**config.mk**
```make
export PLATFORM = sky130hd
export DESIGN_NAME = spi_out
export DESIGN_NICKNAME = d
export VERILOG_FILES = /design/src/rtl/spi_out.sv
export SDC_FILE = /design/constraint.sdc
export NUM_CORES = 1
export LEC_CHECK = 0
export CAP_MARGIN = 20
export CORE_UTILIZATION = 25
export DETAILED_ROUTE_END_ITERATION = 12
export DONT_BUFFER_PORTS = 1
export PLACE_DENSITY = 0.44
export SLEW_MARGIN = 20
export SYNTH_ARGS = -nofsm -noshare
export SYNTH_HDL_FRONTEND = slang
export SYNTH_SLANG_ARGS = --single-unit
export TNS_END_PERCENT = 10
```
**constraint.sdc**
```tcl
create_clock -name clock -period 4.04 [get_ports clock]
set_input_delay 0.808 -clock clock [delete_from_list [all_inputs] [get_ports clock]]
set_output_delay 0.808 -clock clock [all_outputs]
set_load 0.03 [all_outputs]
```
**src/rtl/spi_out.sv**
```systemverilog
// Word-serial SPI-style transmitter: a 16-bit word FIFO feeding an MSB-first
// shifter, with chip select held low across back-to-back words.
module spi_out #(
    parameter int FIFO_DEPTH = 4,
    parameter int GAP_CYCLES = 1
) (
    input  logic        clock,
    input  logic        resetN,
    input  logic [15:0] wrData,
    input  logic        wrValid,
    output logic        wrReady,
    output logic        MOSI,
    output logic        slaveChipSelectN,
    output logic        busy,
    output logic        wordDone,
    output logic [4:0]  level
);

    localparam int AW = (FIFO_DEPTH > 1) ? $clog2(FIFO_DEPTH) : 1;

    typedef enum logic [1:0] {
        IDLE,
        SHIFT,
        GAP
    } state_t;

    logic [15:0]   mem_q [FIFO_DEPTH];
    logic [AW-1:0] wr_ptr_q, wr_ptr_d;
    logic [AW-1:0] rd_ptr_q, rd_ptr_d;
    logic [4:0]    level_q, level_d;
    state_t        state_q, state_d;
    logic [15:0]   shift_q, shift_d;
    logic [3:0]    bit_cnt_q, bit_cnt_d;
    logic [3:0]    gap_cnt_q, gap_cnt_d;
    logic          cs_q, cs_d;
    logic          mosi_q, mosi_d;
    logic          done_q, done_d;
    logic          push;
    logic          pop;
    logic          not_empty;
    logic [15:0]   head;

    assign not_empty = (level_q != 5'd0);
    assign wrReady   = (level_q != 5'(FIFO_DEPTH));
    assign push      = wrValid && wrReady;
    assign head      = mem_q[rd_ptr_q];

    always_comb begin
        wr_ptr_d = wr_ptr_q;
        rd_ptr_d = rd_ptr_q;
        if (push) wr_ptr_d = wr_ptr_q + 1'b1;
        if (pop)  rd_ptr_d = rd_ptr_q + 1'b1;
        level_d = level_q + {4'd0, push} - {4'd0, pop};
    end

    // shift_q holds the bits still to be driven, next bit in [15]
    always_comb begin
        state_d   = state_q;
        shift_d   = shift_q;
        bit_cnt_d = bit_cnt_q;
        gap_cnt_d = gap_cnt_q;
        cs_d      = cs_q;
        mosi_d    = mosi_q;
        done_d    = 1'b0;
        pop       = 1'b0;
        unique case (state_q)
            IDLE: begin
                cs_d   = 1'b1;
                mosi_d = 1'b0;
                if (not_empty) begin
                    pop       = 1'b1;
                    shift_d   = {head[14:0], 1'b0};
                    mosi_d    = head[15];
                    cs_d      = 1'b0;
                    bit_cnt_d = 4'd15;
                    state_d   = SHIFT;
                end
            end
            SHIFT: begin
                if (bit_cnt_q != 4'd0) begin
                    shift_d   = {shift_q[14:0], 1'b0};
                    mosi_d    = shift_q[15];
                    bit_cnt_d = bit_cnt_q - 4'd1;
                    done_d    = (bit_cnt_q == 4'd1);
                end else if (not_empty) begin
                    pop       = 1'b1;
                    shift_d   = {head[14:0], 1'b0};
                    mosi_d    = head[15];
                    bit_cnt_d = 4'd15;
                end else begin
                    cs_d      = 1'b1;
                    mosi_d    = 1'b0;
                    gap_cnt_d = 4'(GAP_CYCLES - 1);
                    state_d   = GAP;
                end
            end
            GAP: begin
                cs_d   = 1'b1;
                mosi_d = 1'b0;
                if (gap_cnt_q == 4'd0) state_d = IDLE;
                else gap_cnt_d = gap_cnt_q - 4'd1;
            end
            default: begin
                cs_d    = 1'b1;
                mosi_d  = 1'b0;
                state_d = IDLE;
            end
        endcase
    end

    always_ff @(posedge clock) begin
        if (push) mem_q[wr_ptr_q] <= wrData;
    end

    always_ff @(posedge clock or negedge resetN) begin
        if (!resetN) begin
            wr_ptr_q  <= '0;
            rd_ptr_q  <= '0;
            level_q   <= 5'd0;
            state_q   <= IDLE;
            shift_q   <= 16'd0;
            bit_cnt_q <= 4'd0;
            gap_cnt_q <= 4'd0;
            cs_q      <= 1'b1;
            mosi_q    <= 1'b0;
            done_q    <= 1'b0;
        end else begin
            wr_ptr_q  <= wr_ptr_d;
            rd_ptr_q  <= rd_ptr_d;
            level_q   <= level_d;
            state_q   <= state_d;
            shift_q   <= shift_d;
            bit_cnt_q <= bit_cnt_d;
            gap_cnt_q <= gap_cnt_d;
            cs_q      <= cs_d;
            mosi_q    <= mosi_d;
            done_q    <= done_d;
        end
    end

    assign MOSI             = mosi_q;
    assign slaveChipSelectN = cs_q;
    assign wordDone         = done_q;
    assign level            = level_q;
    assign busy             = (state_q != IDLE) || not_empty;

endmodule

```
; ---- Yosys cells after proc, flatten, opt, wreduce, memory -nomap -nowiden
; Memory sizes are Yosys's and may differ from the RTL's.
; Index checks and enable logic that the tools add are counted.
[classes]
n_addsub = 6
eq_ne = 9
muxes = 29
reduce_logical = 12
[ops]
columns = operator, count
row1 = 2-to-1 mux 16 bit, 2
row2 = one-hot mux 16 bit (2 select lines), 1
row3 = 2-to-1 mux 4 bit, 5
row4 = one-hot mux 4 bit (2 select lines), 2
row5 = 2-to-1 mux 1 bit, 11
row6 = "inequality test 2 bit, second input constant", 5
row7 = 2-to-1 mux 2 bit, 4
row8 = AND reduction 4 bit, 2
row9 = "subtractor 4 x 1 -> 4 bit, second input constant", 2
row10 = one-hot mux 1 bit (2 select lines), 3
row11 = one-hot mux 2 bit (3 select lines), 1
row12 = nonzero test 2 bit, 3
row13 = adder 5 x 1 -> 5 bit, 1
row14 = "inequality test 5 x 3 -> 1 bit, second input constant", 1
row15 = nonzero test 5 bit, 1
row16 = subtractor 5 x 1 -> 5 bit, 1
row17 = "adder 2 x 1 -> 2 bit, second input constant", 2
row18 = "== test 4 x 1 -> 1 bit, second input constant", 1
row19 = zero test 4 bit, 1
row20 = nonzero test 4 bit, 1
row21 = "== test 2 x 1 -> 1 bit, second input constant", 1
row22 = "== test 2 bit, second input constant", 1
row23 = zero test 2 bit, 1
row24 = AND reduction 2 bit, 1
row25 = 2 further kinds, 2
[totals]
register_bits = 38
mem_bits_rw = 64
inputBits = 19
output_inout_bits = 10
n_memories = 1
[mem_list]
columns = name, words, word_bits, read_ports, rd_ports_with_merged_regs, write_ports, line
row1 = mem_q, 4, 16, 1, 0, 1, 27  ; logic [15:0] mem_q [FIFO_DEPTH];

; ---- Logic depth before layout (Yosys ltp)
[depth]
ltp_word = 5
depth_mapped = 14
depth_no_buf = 14

; ---- Worst setup path after synthesis
; Ideal clock, no wire load.
[synth_timing]
path_kind = register to register
start = reg level_q[3], in the netlist level[3]
end = reg level_q[4], in the netlist level[4]
arrival_ns = 2.644
required_time_ns = 3.917
setup_slack_ns = 1.273
stages_incl_launch_ff = 15
path_cell_list = dfrtp_1 > inv_1 > ha_1 > nor4b_1 > nor2_1 > nand2_1 > inv_1 > ha_1 > inv_1 > ha_1 > fa_1 > a21oi_1 > nor2_1 > nor2_1 > xnor2_1
[synth_between]
elab_chain_cells = 5
[synth_rtl]
columns = element, line
row1 = from (decl), 30  ; logic [4:0] level_q, level_d;
row2 = from (signal assigned), 130  ; level_q <= level_d;
row3 = nonzero test 5 bit *, 43  ; assign not_empty = (level_q != 5'd0);
row4 = 2-to-1 mux 1 bit *, "70, 85"
row5 = 2-to-1 mux 1 bit, 80  ; if (bit_cnt_q != 4'd0) begin
row6 = one-hot mux 1 bit (2 select lines) *, 66  ; unique case (state_q)
row7 = net pop, 39  ; logic pop;
row8 = subtractor 5 x 1 -> 5 bit *, 53  ; level_d = level_q + {4'd0, push} - {4'd0, pop};
row9 = net level_d[4], 30
; Mark *: on every way through the listed nets, which the timed path passes. The rest lies on a longest branch.
; A chain may end at the register's enable or synchronous reset.

; ---- Worst setup path after layout
; Ends and elaborated chain as after synthesis.

==> impl_metrics.ini <==
[finish]
finalNetCount = 311
layout.cells.non_filler = 502
antennaDiodeCount = 0
fin_area_sq_um = 4760
drive_above_1_share_pct = 14.9
syn2layout_area_growth_pct = 12.5

[routing]
drt-met1-wl_um = 3560
drc_errors = 0
ant_nets = 0
wl_per_cell_um = 15.5
routed_wl_um = 7790
dr.pass1.iters = 4
topRoutingLayerUsed = met4
met3WireLength_um = 333
wl_met2_um = 3690
routed_via_density = 4.28
drt-initial-drc-count = 58
num_vias = 2150

[sta]
finalSetupTns_ns = 0
slew_headroom_pct = 36.5
fin_crit_sh_pct = 79.5
slew_violations = 0
fmax_mhz = 312
tightest_slew_ns = 0.952
rsz0062_at_grt = false
post-route-min-period_ns = 3.21
fin_skew_ns = 0.00714
hold_viol_final = 0
setup_violations = 0

[grt]
grt_pass1_vias = 2376
grt_usage_pct = 9.88
overflow = 0
grt_max_degree = 39
antenna_found_initial = 0
grt_first_pass_wirelength_um = 13000

[synthesis]
synth_cell_types = 39
post_synth.cell_area_avg_sq_um = 15.5
syn_nets = 308
synth_warnings = 0
netlist_instances = 274
synth_area_sq_um = 4240
ys_ff_latch = 102
synth_largest_area_cell = edfxtp_1
yosysSeqAreaShare_pct = 67.8
yosysTopAreaCellShare_pct = 45.4
synth_area_leaders = edfxtp_1, dfrtp_1, mux4_2, ha_1, nor2_1

[setup_path]
r2r_setup_slack_ns = 0.83
criticalPathCategory = register to register
critical-path-top-delay-family = simple AND/OR/NAND/NOR gates
worstPathArrival_ns = 3.48
start_kind = register
required_ns = 4.31
cp_slowest_cell = nor4b_1
cp_max_fo = 4
path_cells = inv_1 > ha_1 > nor4b_1 > nor2_1 > nand2_1 > inv_1 > ha_1 > inv_1 > ha_1 > fa_1 > a21oi_1 > nor2_1 > nor2_1 > xnor2_1
worstSetupEndpointType = register
cp_slowest_stage_delay_ns = 0.57
critPathBufInv = 3

[clock_network]
cts_setup_buffers = 0
cts_hold_buf = 0
cts_tree = done
worstSkewPairLatency_ns = 0.35
cts_htree_levels = 3
clock-sinks = 102
clock_path_buffers = 2
cts_buffers = 9
cts_resized = 0
root_buffer = clkbuf_16
path_clk_slew_ns = 0.07

[floorplan]
die_w_um = 132
die_y_um = 132
initial_core_util_pct = 25.5
die-area_sq_um = 17500
pin_count = 29
fp-row-count = 47
core_sq_um = 16600

[pwr]
leakage_nw = 1.76
p_per_area_nw_per_um2 = 682
ir_drop_uv = 224

[run_status]
status = completed

[place]
port_buffers = 0
post-dp-hpwl_um = 5030
placed_cells = 486
place_congestion = 0.727
place_area_sq_um = 4490

[min_path]
worst_hold_path_type = input port to async pin

[job]
drv_cap = 0
[cells in the mapped netlist]
master    instances
a211oi_1          1
a21o_1            1
a21oi_1           6
a221oi_1          1
and2_1            1
and3_1            4
buf_2             3
clkbuf_1          8
dfrtp_1          37
dfstp_2           1
edfxtp_1         64
fa_1              1
ha_1             14
inv_1            14
mux2_1            1
mux2_2            1
mux4_2           16
nand2_1           7
nand2b_1          4
nand3_1           3
nor2_1           25
nor2b_1           1
nor3_1           14
nor3b_1           2
nor4b_1           3
nor4b_4           1
o21ai_0           2
o21ai_1           1
o21bai_1          1
o221a_2           2
o221ai_1          1
o22a_1            1
o22ai_1          14
or2_2             1
or3_1             4
or3b_2            2
or4b_4            1
xnor2_1           8
xor2_1            2
[path summary, 6_finish.rpt]
path / start / cells after the start / end
worst max-delay path: level[3]$_DFF_PN0_ / 14 / level[4]$_DFF_PN0_
worst min-delay path: resetN / 0 / rd_ptr_q[1]$_DFFE_PN0P_
worst max register to register: level[3]$_DFF_PN0_ / 14 / level[4]$_DFF_PN0_
worst min register to register: shift_q[0]$_DFFE_PN0P_ / 1 / shift_q[0]$_DFFE_PN0P_
max in group asynchronous: resetN / 0 / slaveChipSelectN$_DFFE_PN1P_
min in group clock: shift_q[0]$_DFFE_PN0P_ / 1 / shift_q[0]$_DFFE_PN0P_
[kinds of logic after synthesis]
logic type / Yosys count / synth area share [%]
AOI/OAI and AO/OA: 31 / 4.81
xor gates and xnor gates: 10 / 2.07
adders and majority gates: 15 / 4.61
buffers and inverters: 25 / 2.30
DFF: 102 / 67.8
muxes: 18 / 9.04
and+or+nand+nor: 73 / 9.33
[routing by layer]
layer | vias to the layer above | track usage (%)
li1 | 1038 | -
met5 | - | 0
met1 | 1071 | 11.8
met3 | 11 | 2.73
met4 | 0 | 5.94
met2 | 30 | 16.0
[cell type report]
cell class / instances / area (sq um)
clock buffers: 10 / 229
clock inverters: 6 / 46.3
fillers: 1682 / 11800
inverters: 14 / 52.6
multi-input cells: 147 / 1260
flip-flops and latches: 102 / 2870
well taps: 220 / 275
repair buffers: 3 / 22.5
[sequential cells by signal (all words and copies together), names as in the netlist]
signal / count
gap_cnt_q: 4
shift_q: 16
slaveChipSelectN: 1
wordDone: 1
state_q: 2
MOSI: 1
bit_cnt_q: 4
level: 5
wr_ptr_q: 2
mem_q: 64
rd_ptr_q: 2
[per-stage QoR]
step | util (%) | hold slack [ns] | power, W | worst slack (ns)
after floorplan | - | 0.465 | 0.00226 | 1.27
after global placement | 27.1 | 0.484 | 0.00248 | 0.911
after detailed placement | 27.1 | 0.490 | 0.00249 | 0.831
after CTS | 28.7 | 0.134 | 0.00331 | 0.787
after global routing | 28.7 | 0.132 | 0.00346 | 0.477
final | 28.7 | 0.147 | 0.00325 | 0.830
[cell usage in the layout (no fill, tap or decap), drive strengths merged, types with 6 or more instances in the layout]
master  Yosys  layout
a21oi       6       6
clkbuf      8      10
dfrtp      37      37
edfxtp     64      64
ha         14      14
inv        14      15
mux4       16      16
nand2       7       7
nor2       25      25
nor3       14      14
o22ai      14      14
xnor2       8       8
[report_power, final]
group	switching [W]	internal, W	total, W	leakage (nW)
clock network	0.000388	0.000421	0.000810	0.131
logic	0.000412	0.000398	0.000810	0.571
registers	0.000233	0.00140	0.00163	1.06
total	0.00103	0.00222	0.00325	1.76
[worst register-to-register path: cells and delay by family, from the launching register on]
family | cells | cell delay [ns]
AND/OR/NAND/NOR | 5 | 1.08
adder cells (fa/ha/maj) | 4 | 1.03
flip-flops | 1 | 0.51
buffers and inverters | 3 | 0.25
AO/OA/AOI/OAI | 1 | 0.16
XOR/XNOR | 1 | 0.12
(Power assumes the default switching activity.)
